`src/rtl/arbiter_hold.sv`:
```
// arbiter_hold: fixed-priority or round-robin arbiter with grant hold and optional hold limit
module arbiter_hold #(
  parameter int WIDTH = 32,
  parameter int MODE = 0,
  parameter int MAX_HOLD = 0,
  localparam int BITW = (WIDTH > 1) ? $clog2(WIDTH) : 1
) (
  input  logic             clk,
  input  logic             rst,
  input  logic [WIDTH-1:0] req,
  output logic [WIDTH-1:0] grt,
  output logic [BITW:0]    id,
  output logic [WIDTH-1:0] pre_grt,
  output logic [BITW:0]    pre_id
);
  localparam int HW = (MAX_HOLD > 0) ? $clog2(MAX_HOLD + 1) : 1;
  logic [WIDTH-1:0] grt_q, grt_d, cand;
  logic [BITW:0] id_q, id_d;
  logic [BITW-1:0] ptr_q, ptr_d, g, pick;
  logic keep, found, others, expired;
  int k;
  assign g = id_q[BITW-1:0];
  assign others = |(req & ~grt_q);
  generate
    if (MAX_HOLD > 0) begin : g_hold
      logic [HW-1:0] hcnt_q, hcnt_d;
      assign expired = (hcnt_q == HW'(MAX_HOLD)) && others;
      always_comb hcnt_d = keep ? hcnt_q + HW'(hcnt_q != HW'(MAX_HOLD)) : HW'(found);
      always_ff @(posedge clk) hcnt_q <= rst ? '0 : hcnt_d;
    end else begin : g_nohold
      assign expired = 1'b0;
    end
  endgenerate
  always_comb begin
    keep = id_q[BITW] && req[g] && !expired;
    cand = expired ? req & ~grt_q : req;
    found = 1'b0;
    pick = '0;
    k = 0;
    for (int i = 0; i < WIDTH; i++) begin
      k = (MODE == 1) ? (int'(ptr_q) + i) % WIDTH : i;
      if (!found && cand[k]) begin
        found = 1'b1;
        pick = BITW'(k);
      end
    end
    grt_d = keep ? grt_q : (found ? WIDTH'(1) << pick : '0);
    id_d = keep ? id_q : (found ? {1'b1, pick} : '0);
    ptr_d = (MODE == 1 && !keep && found) ? BITW'((int'(pick) + 1) % WIDTH) : ptr_q;
  end
  always_ff @(posedge clk) begin
    grt_q <= rst ? '0 : grt_d;
    id_q <= rst ? '0 : id_d;
    ptr_q <= rst ? '0 : ptr_d;
  end
  assign grt = grt_q;
  assign id = id_q;
  assign pre_grt = rst ? '0 : grt_d;
  assign pre_id = rst ? '0 : id_d;
endmodule

```
`config.mk`:
```
export PLATFORM = sky130hd
export DESIGN_NAME = arbiter_hold
export DESIGN_NICKNAME = d
export VERILOG_FILES = /design/src/rtl/arbiter_hold.sv
export SDC_FILE = /design/constraint.sdc
export NUM_CORES = 1
export LEC_CHECK = 0
export ABC_AREA = 1
export BUFFER_PORTS_ARGS = -buffer_cell sky130_fd_sc_hd__buf_2
export CORE_MARGIN = 2
export CORE_UTILIZATION = 50
export CTS_CLUSTER_DIAMETER = 80
export DETAILED_ROUTE_END_ITERATION = 12
export PLACE_DENSITY = 0.95
export SYNTH_ARGS = -nofsm -noshare
export SYNTH_HDL_FRONTEND = slang
export SYNTH_SLANG_ARGS = --single-unit
```
`constraint.sdc`:
```
create_clock -name clk -period 5.1 [get_ports clk]
set_input_delay 1.02 -clock clk [delete_from_list [all_inputs] [get_ports clk]]
set_output_delay 1.02 -clock clk [all_outputs]
set_load 0.02 [all_outputs]
```
==> impl_metrics.tcl, run 1 <==
set metrics [dict create \
    firstDrtPassIters 5 \
    wl_per_cell_um 13.09 \
    syn_area_per_cell_sq_um 6.557 \
    yosysTopAreaCell "dfxtp_1" \
    antenna_found_initial 0 \
    drv_slew 0 \
    numCtsBuffers 5 \
    worstMarginPinSlew_ns 0.6636 \
    nNetsFinal 482 \
    hold_path_depth 2 \
    final_area_sq_um 2902 \
    yosysMostFrequentCell "nand2_1" \
    cts_sinks 38 \
    grt_pass1_vias 2353 \
    crit_chain "buf_2, nor2_2, nand4_2, nor2_2, nand4_2, nor2_4, nand4_4, nor2_4, nand4_4, nor2_2, nand4_2, nor2_2, nand4_2, nor3_1, o31ai_1, nand2_1, inv_1, nand2_1, nand2_1, a21oi_1, buf_2" \
    cts_hold_buf 0 \
    netlist_area_sq_um 2262 \
    grt_pass1_wl_um 10240 \
    yosysSeqAreaShare_pct 33.63 \
    dieArea_sq_um 5079 \
    fillCellCount 421 \
    crit_family "simple AND/OR/NAND/NOR gates" \
    cpPeakStageDelay_ns 0.33 \
    post-route-util_pct 66.64 \
    drive_gt1_share_pct 30.36 \
    async_flop_share_pct 0 \
    num_vias 2675 \
    maxCapViolations 0 \
    synth_cells 345 \
    r2r_start "id[0]$_DFF_P_" \
    cts_resized 0 \
    fin_crit_ns 4.778 \
    die_h_um 71.27 \
    hold_start "grt[26]$_DFF_P_" \
    hp-class "reg2reg" \
    grt_max_degree 39 \
    track_usage_pct 24.68 \
    setup_tns_ns 0 \
    synth_edf_count 0 \
    finalHoldViolCount 0 \
    min_period_over_period_pct 93.68 \
    first_iter_violations 177 \
    start_util_pct 51.95 \
    io_pins 110 \
    min_to "grt[26]$_DFF_P_" \
    insertion_delay_ns 0.29 \
    dp_hpwl_um 5043 \
    clk_pin_slew_ns 0.07 \
    port_buffers 109 \
    ys_seq_elements 38 \
    critPathLaunchType "input pin" \
    reg2reg_to "grt[13]$_DFF_P_" \
    powerDensity_nw_per_um2 210.2 \
    end_kind "output port" \
    vdd_ir_drop_max_v 0.0001341 \
    crit_start "req[3]" \
    wl_um 6544 \
    place_area_sq_um 2823 \
    p_leak_nw 1.480 \
    crit_slowest_cell "nor3_1" \
    synthFlopType "dfxtp_1" \
    synth.area.top_cells "dfxtp_1 34%, nand2_1 13%, a21oi_1 12%, inv_1 7.5%, nand3_1 4.4%" \
    cp.required_ns 4.08 \
    r2r_setup_slack_ns 2.25 \
    rsz0062_at_grt "false" \
    routabilityCongestion 0.8681 \
    synth_top_cells_by_count "77 x nand2_1, 53 x a21oi_1, 45 x inv_1" \
    cts_tree "yes" \
    row_count 24 \
    synth_top_area_share_pct 33.63 \
    grt_overflow 0 \
    cts_setup_buffers 0 \
    arrival_ns 3.76 \
    skew_ns 0.007546 \
    status "finished clean" \
    relSlewSlack_pct 55.76 \
    coreArea_sq_um 4354 \
    syn-num-nets 379 \
    cts-htree-levels 2 \
    antenna_left 0 \
    routed_via_density 5.350 \
    path_buf_inv 3 \
    synthToLayoutAreaGrowth_pct 28.26 \
    setup_viol 0 \
    crit_type "in2out" \
    clk_path_buf_depth 2 \
    ff2ff_path_depth 11 \
    fmax_mhz 209.3 \
    yosys_warnings 0 \
    cts_root_buf "clkbuf_8" \
    n_antenna_cell 0 \
    worstPathMaxFanout 4 \
    synth.distinct_cells 26 \
    die_width_um 71.27 \
    drc_errors 0 \
]
-- per-layer routing --
layer	GRT usage [%]	share of wire (%)
met1	32.13	45
met2	41.56	48
met3	6.048	6.5
met4	5.451	1.1
met5	0	0
-- power breakdown --
group	switching [mW]	internal, mW	total (mW)
Combinational	0.0782	0.0320	0.110
Clock	0.103	0.0917	0.195
Sequential	0.00477	0.300	0.305
Total	0.186	0.424	0.610
-- worst register-to-register path, delay by kind of cell (launching register included) --
kind            cells  cell delay (ns)
buf+inv             3             1.20
simple gates        4             0.37
compound gates      4             0.69
flops               1             0.53
-- area by class of cell --
class | count | area, sq um | share of cell area (%)
clock inverters | 2 | 10.01 | 0.3450
flip-flops and latches | 38 | 760.7 | 26.22
inverters | 45 | 168.9 | 5.821
repair buffers | 111 | 560.5 | 19.32
clock buffers | 5 | 68.82 | 2.372
multi-input cells | 247 | 1267 | 43.68
well taps | 52 | 65.06 | 2.242
-- placed cells by master, fill, tap and decap left out, drive strengths merged --
| cell | n |
|---|---|
| buf | 111 |
| nand2 | 78 |
| a21oi | 54 |
| inv | 45 |
| dfxtp | 38 |
| nor2 | 31 |
| nand3 | 20 |
| nand4 | 20 |
| o21ai | 19 |
| nor3 | 9 |
| nor4 | 7 |
| clkbuf | 5 |
| o41ai | 2 |
| o31ai | 2 |
| clkinv | 2 |
| o211ai | 1 |
| nand3b | 1 |
| a31oi | 1 |
| o2111ai | 1 |
| or2 | 1 |
-- through the flow --
| stage | hold WS, ns | std cells | setup slack [ns] | power [mW] |
|---|---|---|---|---|
| 5_1_grt | 0.5020 | 500 | 0.008027 | 0.6388 |
| 3_3_place_gp | 0.4625 | 493 | 0.4381 | 0.4187 |
| 2_1_floorplan | 0.6315 | 345 | 0.7844 | 0.3805 |
| 6_report | 0.4776 | 500 | 0.3224 | 0.6099 |
| 3_5_place_dp | 0.4687 | 493 | 0.3628 | 0.4207 |
| 4_1_cts | 0.4806 | 500 | 0.3420 | 0.6145 |
-- how the worst max path moves through the flow --
stage	end	depth (start not counted)
3_3_place_gp	pre_id[3]	21
3_5_place_dp	pre_id[2]	21
4_1_cts	pre_id[2]	21
6_report	pre_id[2]	21
5_1_grt	pre_id[2]	21
2_1_floorplan	pre_id[2]	19
-- registers in the layout, summed over array words and instances, names as in the netlist --
| register | count |
|---|---|
| id | 6 |
| grt | 32 |
-- cells by family after synthesis --
group	synth area share, %
AOI/OAI and AO/OA	18.75
buffers and inverters	10.34
DFF	33.63
and+or+nand+nor	37.28
Power figures use the tool's default switching activity.
==> run 2: changes to the inputs <==
--- a/config.mk
+++ b/config.mk
@@ -8,8 +8,10 @@
 export ABC_AREA = 1
 export BUFFER_PORTS_ARGS = -buffer_cell sky130_fd_sc_hd__buf_2
+export CAP_MARGIN = 5
 export CORE_MARGIN = 2
 export CORE_UTILIZATION = 50
 export CTS_CLUSTER_DIAMETER = 80
 export DETAILED_ROUTE_END_ITERATION = 12
+export GPL_TIMING_DRIVEN = 0
 export PLACE_DENSITY = 0.95
 export SYNTH_ARGS = -nofsm -noshare
==> constraint.sdc (replaced) <==
create_clock -name clk -period 5.1 [get_ports clk]
set_input_delay 1.02 -clock clk [delete_from_list [all_inputs] [get_ports clk]]
set_output_delay 1.02 -clock clk [all_outputs]
set_load 0.005 [all_outputs]
==> run 2 against run 1 <==
  * Non-clock buffer count grew 12
  * Highest routed layer unchanged
  * Critical endpoint is now pre_id[3]
  * Register-to-register slack lost 0.20 ns
  * Largest power group unchanged
  * Sequential share of layout area shrank 0.55 points
==> impl_metrics.tcl, run 2 (synthesized netlist as in run 1, its figures left out) <==
set metrics [dict create \
    nNetsFinal 494 \
    synthToLayoutAreaGrowth_pct 31.03 \
    placedCellCount 505 \
    die_width_um 71.27 \
    path_buf_inv 3 \
    skew_ns 0.008613 \
    first_iter_violations 184 \
    status "finished clean" \
    largest_reg_flops 32 \
    numCtsBuffers 5 \
    crit_chain "buf_2, nor2_2, nand4_2, nor2_2, nand4_2, nor2_4, nand4_4, nor2_4, nand4_4, nor2_2, nand4_2, nor2_2, nand4_2, nor3_1, o31ai_1, nand2_1, inv_1, nand2_1, nand2_1, a21oi_1, buf_2" \
    finalPower_uw 634.5 \
    grt_pass1_wl_um 10700 \
    arrival_ns 3.70 \
    clk_pin_slew_ns 0.07 \
    layout_commonest_cell "buf_2" \
    hp-class "reg2reg" \
    port_buffers 108 \
    drc_errors 0 \
    row_count 24 \
    fin_crit_ns 4.718 \
    crit_type "in2out" \
    antenna_left 0 \
    clk_path_buf_depth 2 \
    io_pins 110 \
    post-route-util_pct 68.07 \
    crit_slowest_cell "nor3_1" \
    p_comb_share_pct 17.8 \
    final_cell_mix "109 x buf_2, 77 x nand2_1, 53 x a21oi_1" \
    pwr-share-clk_pct 34.6 \
    cts_root_buf "clkbuf_8" \
    insertion_delay_ns 0.30 \
    routed_via_density 5.415 \
    vdd_ir_drop_max_v 0.0001135 \
    antenna_found_initial 0 \
    worstPathMaxFanout 4 \
    grt_max_degree 12 \
    end_kind "output port" \
    cts_sinks 38 \
    dieArea_sq_um 5079 \
    p_seq_share_pct 47.6 \
    power.switching_uw 190.5 \
    cts_tree "yes" \
    n_antenna_cell 0 \
    num_vias 2778 \
    powerDensity_nw_per_um2 214.1 \
    dp_hpwl_um 5443 \
    p_leak_nw 1.497 \
    critPathLaunchType "input pin" \
    p_int_uw 444.0 \
    worstMarginPinSlew_ns 0.5491 \
    wl_per_cell_um 13.37 \
    grt_pass1_vias 2515 \
    coreArea_sq_um 4354 \
    rsz0062_at_grt "false" \
    firstDrtPassIters 5 \
    crit_family "simple AND/OR/NAND/NOR gates" \
    wl_um 6858 \
    routabilityCongestion 0.8994 \
    cp.required_ns 4.08 \
    maxCapViolations 0 \
    cpPeakStageDelay_ns 0.29 \
    switching_share_pct 30.02 \
    cts_setup_buffers 0 \
    fin_hold_ws_ns 0.4791 \
    die_h_um 71.27 \
    fmax_mhz 211.9 \
    cts-htree-levels 2 \
    setup_viol 0 \
    fin_cells 513 \
    min_period_over_period_pct 92.52 \
    setup_tns_ns 0 \
    drive_gt1_share_pct 29.72 \
    relSlewSlack_pct 62.92 \
    finalHoldViolCount 0 \
    grt_overflow 0 \
    track_usage_pct 25.93 \
    start_util_pct 51.95 \
    drv_slew 0 \
]
[run 2: changes by cell type in the layout (fill, tap and decap cells not counted), sizes merged]
| cell | previous run | this run |
|---|---|---|
| clkbuf | 5 | 20 |
| buf | 111 | 110 |
| clkinv | 2 | 1 |
[run 2: through the flow]
stage               instance area (sq um)  setup slack (ns)
global route                         2964           0.05081
floorplan                            2262            0.9629
detailed placement                   2868            0.4367
global placement                     2868            0.5181
finish                               2964            0.3815
CTS                                  2959            0.4261
[run 2: cell type report]
type | count | area (sq um)
flip-flops and latches | 38 | 760.7
plain buffers | 15 | 65.06
clock buffers | 7 | 86.33
inverters | 45 | 168.9
repair buffers | 108 | 540.5
clock inverters | 1 | 5.005
well taps | 52 | 65.06
fillers | 417 | 1390
multi-input cells | 247 | 1272
[run 2: metal layers]
layer	part of all wire, %	up-vias	routed length, um	global-route usage, %
li1	-	1392	-	-
met3	7.9	18	544	4.641
met2	49	136	3333	45.99
met4	1.8	0	124	9.015
met1	42	1232	2856	31.48
met5	0	-	0	0
[run 2: what timing repair did]
action / CTS / global route
setup endpoints to repair: 0 / 1
gates resized for setup: 0 / 2
hold buffers: 0 / 0
[run 2: worst paths after layout]
path	from	to	depth (start not counted)	slack, ns
hold / removal	grt[25]$_DFF_P_	grt[25]$_DFF_P_	2	0.48
setup / recovery	req[3]	pre_id[3]	21	0.38
setup reg to reg	id[0]$_DFF_P_	grt[4]$_DFF_P_	14	2.05
hold reg to reg	grt[25]$_DFF_P_	grt[25]$_DFF_P_	2	0.48
[run 2: power groups by stage]
stage / registers, mW / logic, mW / clock network, mW
5_1_grt: 0.302 / 0.124 / 0.229
3_3_place_gp: 0.309 / 0.108 / 0
4_1_cts: 0.302 / 0.111 / 0.223
3_5_place_dp: 0.309 / 0.111 / 0
6_report: 0.302 / 0.113 / 0.220
2_1_floorplan: 0.309 / 0.0635 / 0
[run 2: worst min-delay path, delay by kind of cell, from the launching register on]
| family | cells | cell delay, ns |
|---|---|---|
| and+or+nand+nor | 1 | 0.05 |
| AOI/OAI and AO/OA | 1 | 0.07 |
| DFF | 1 | 0.31 |
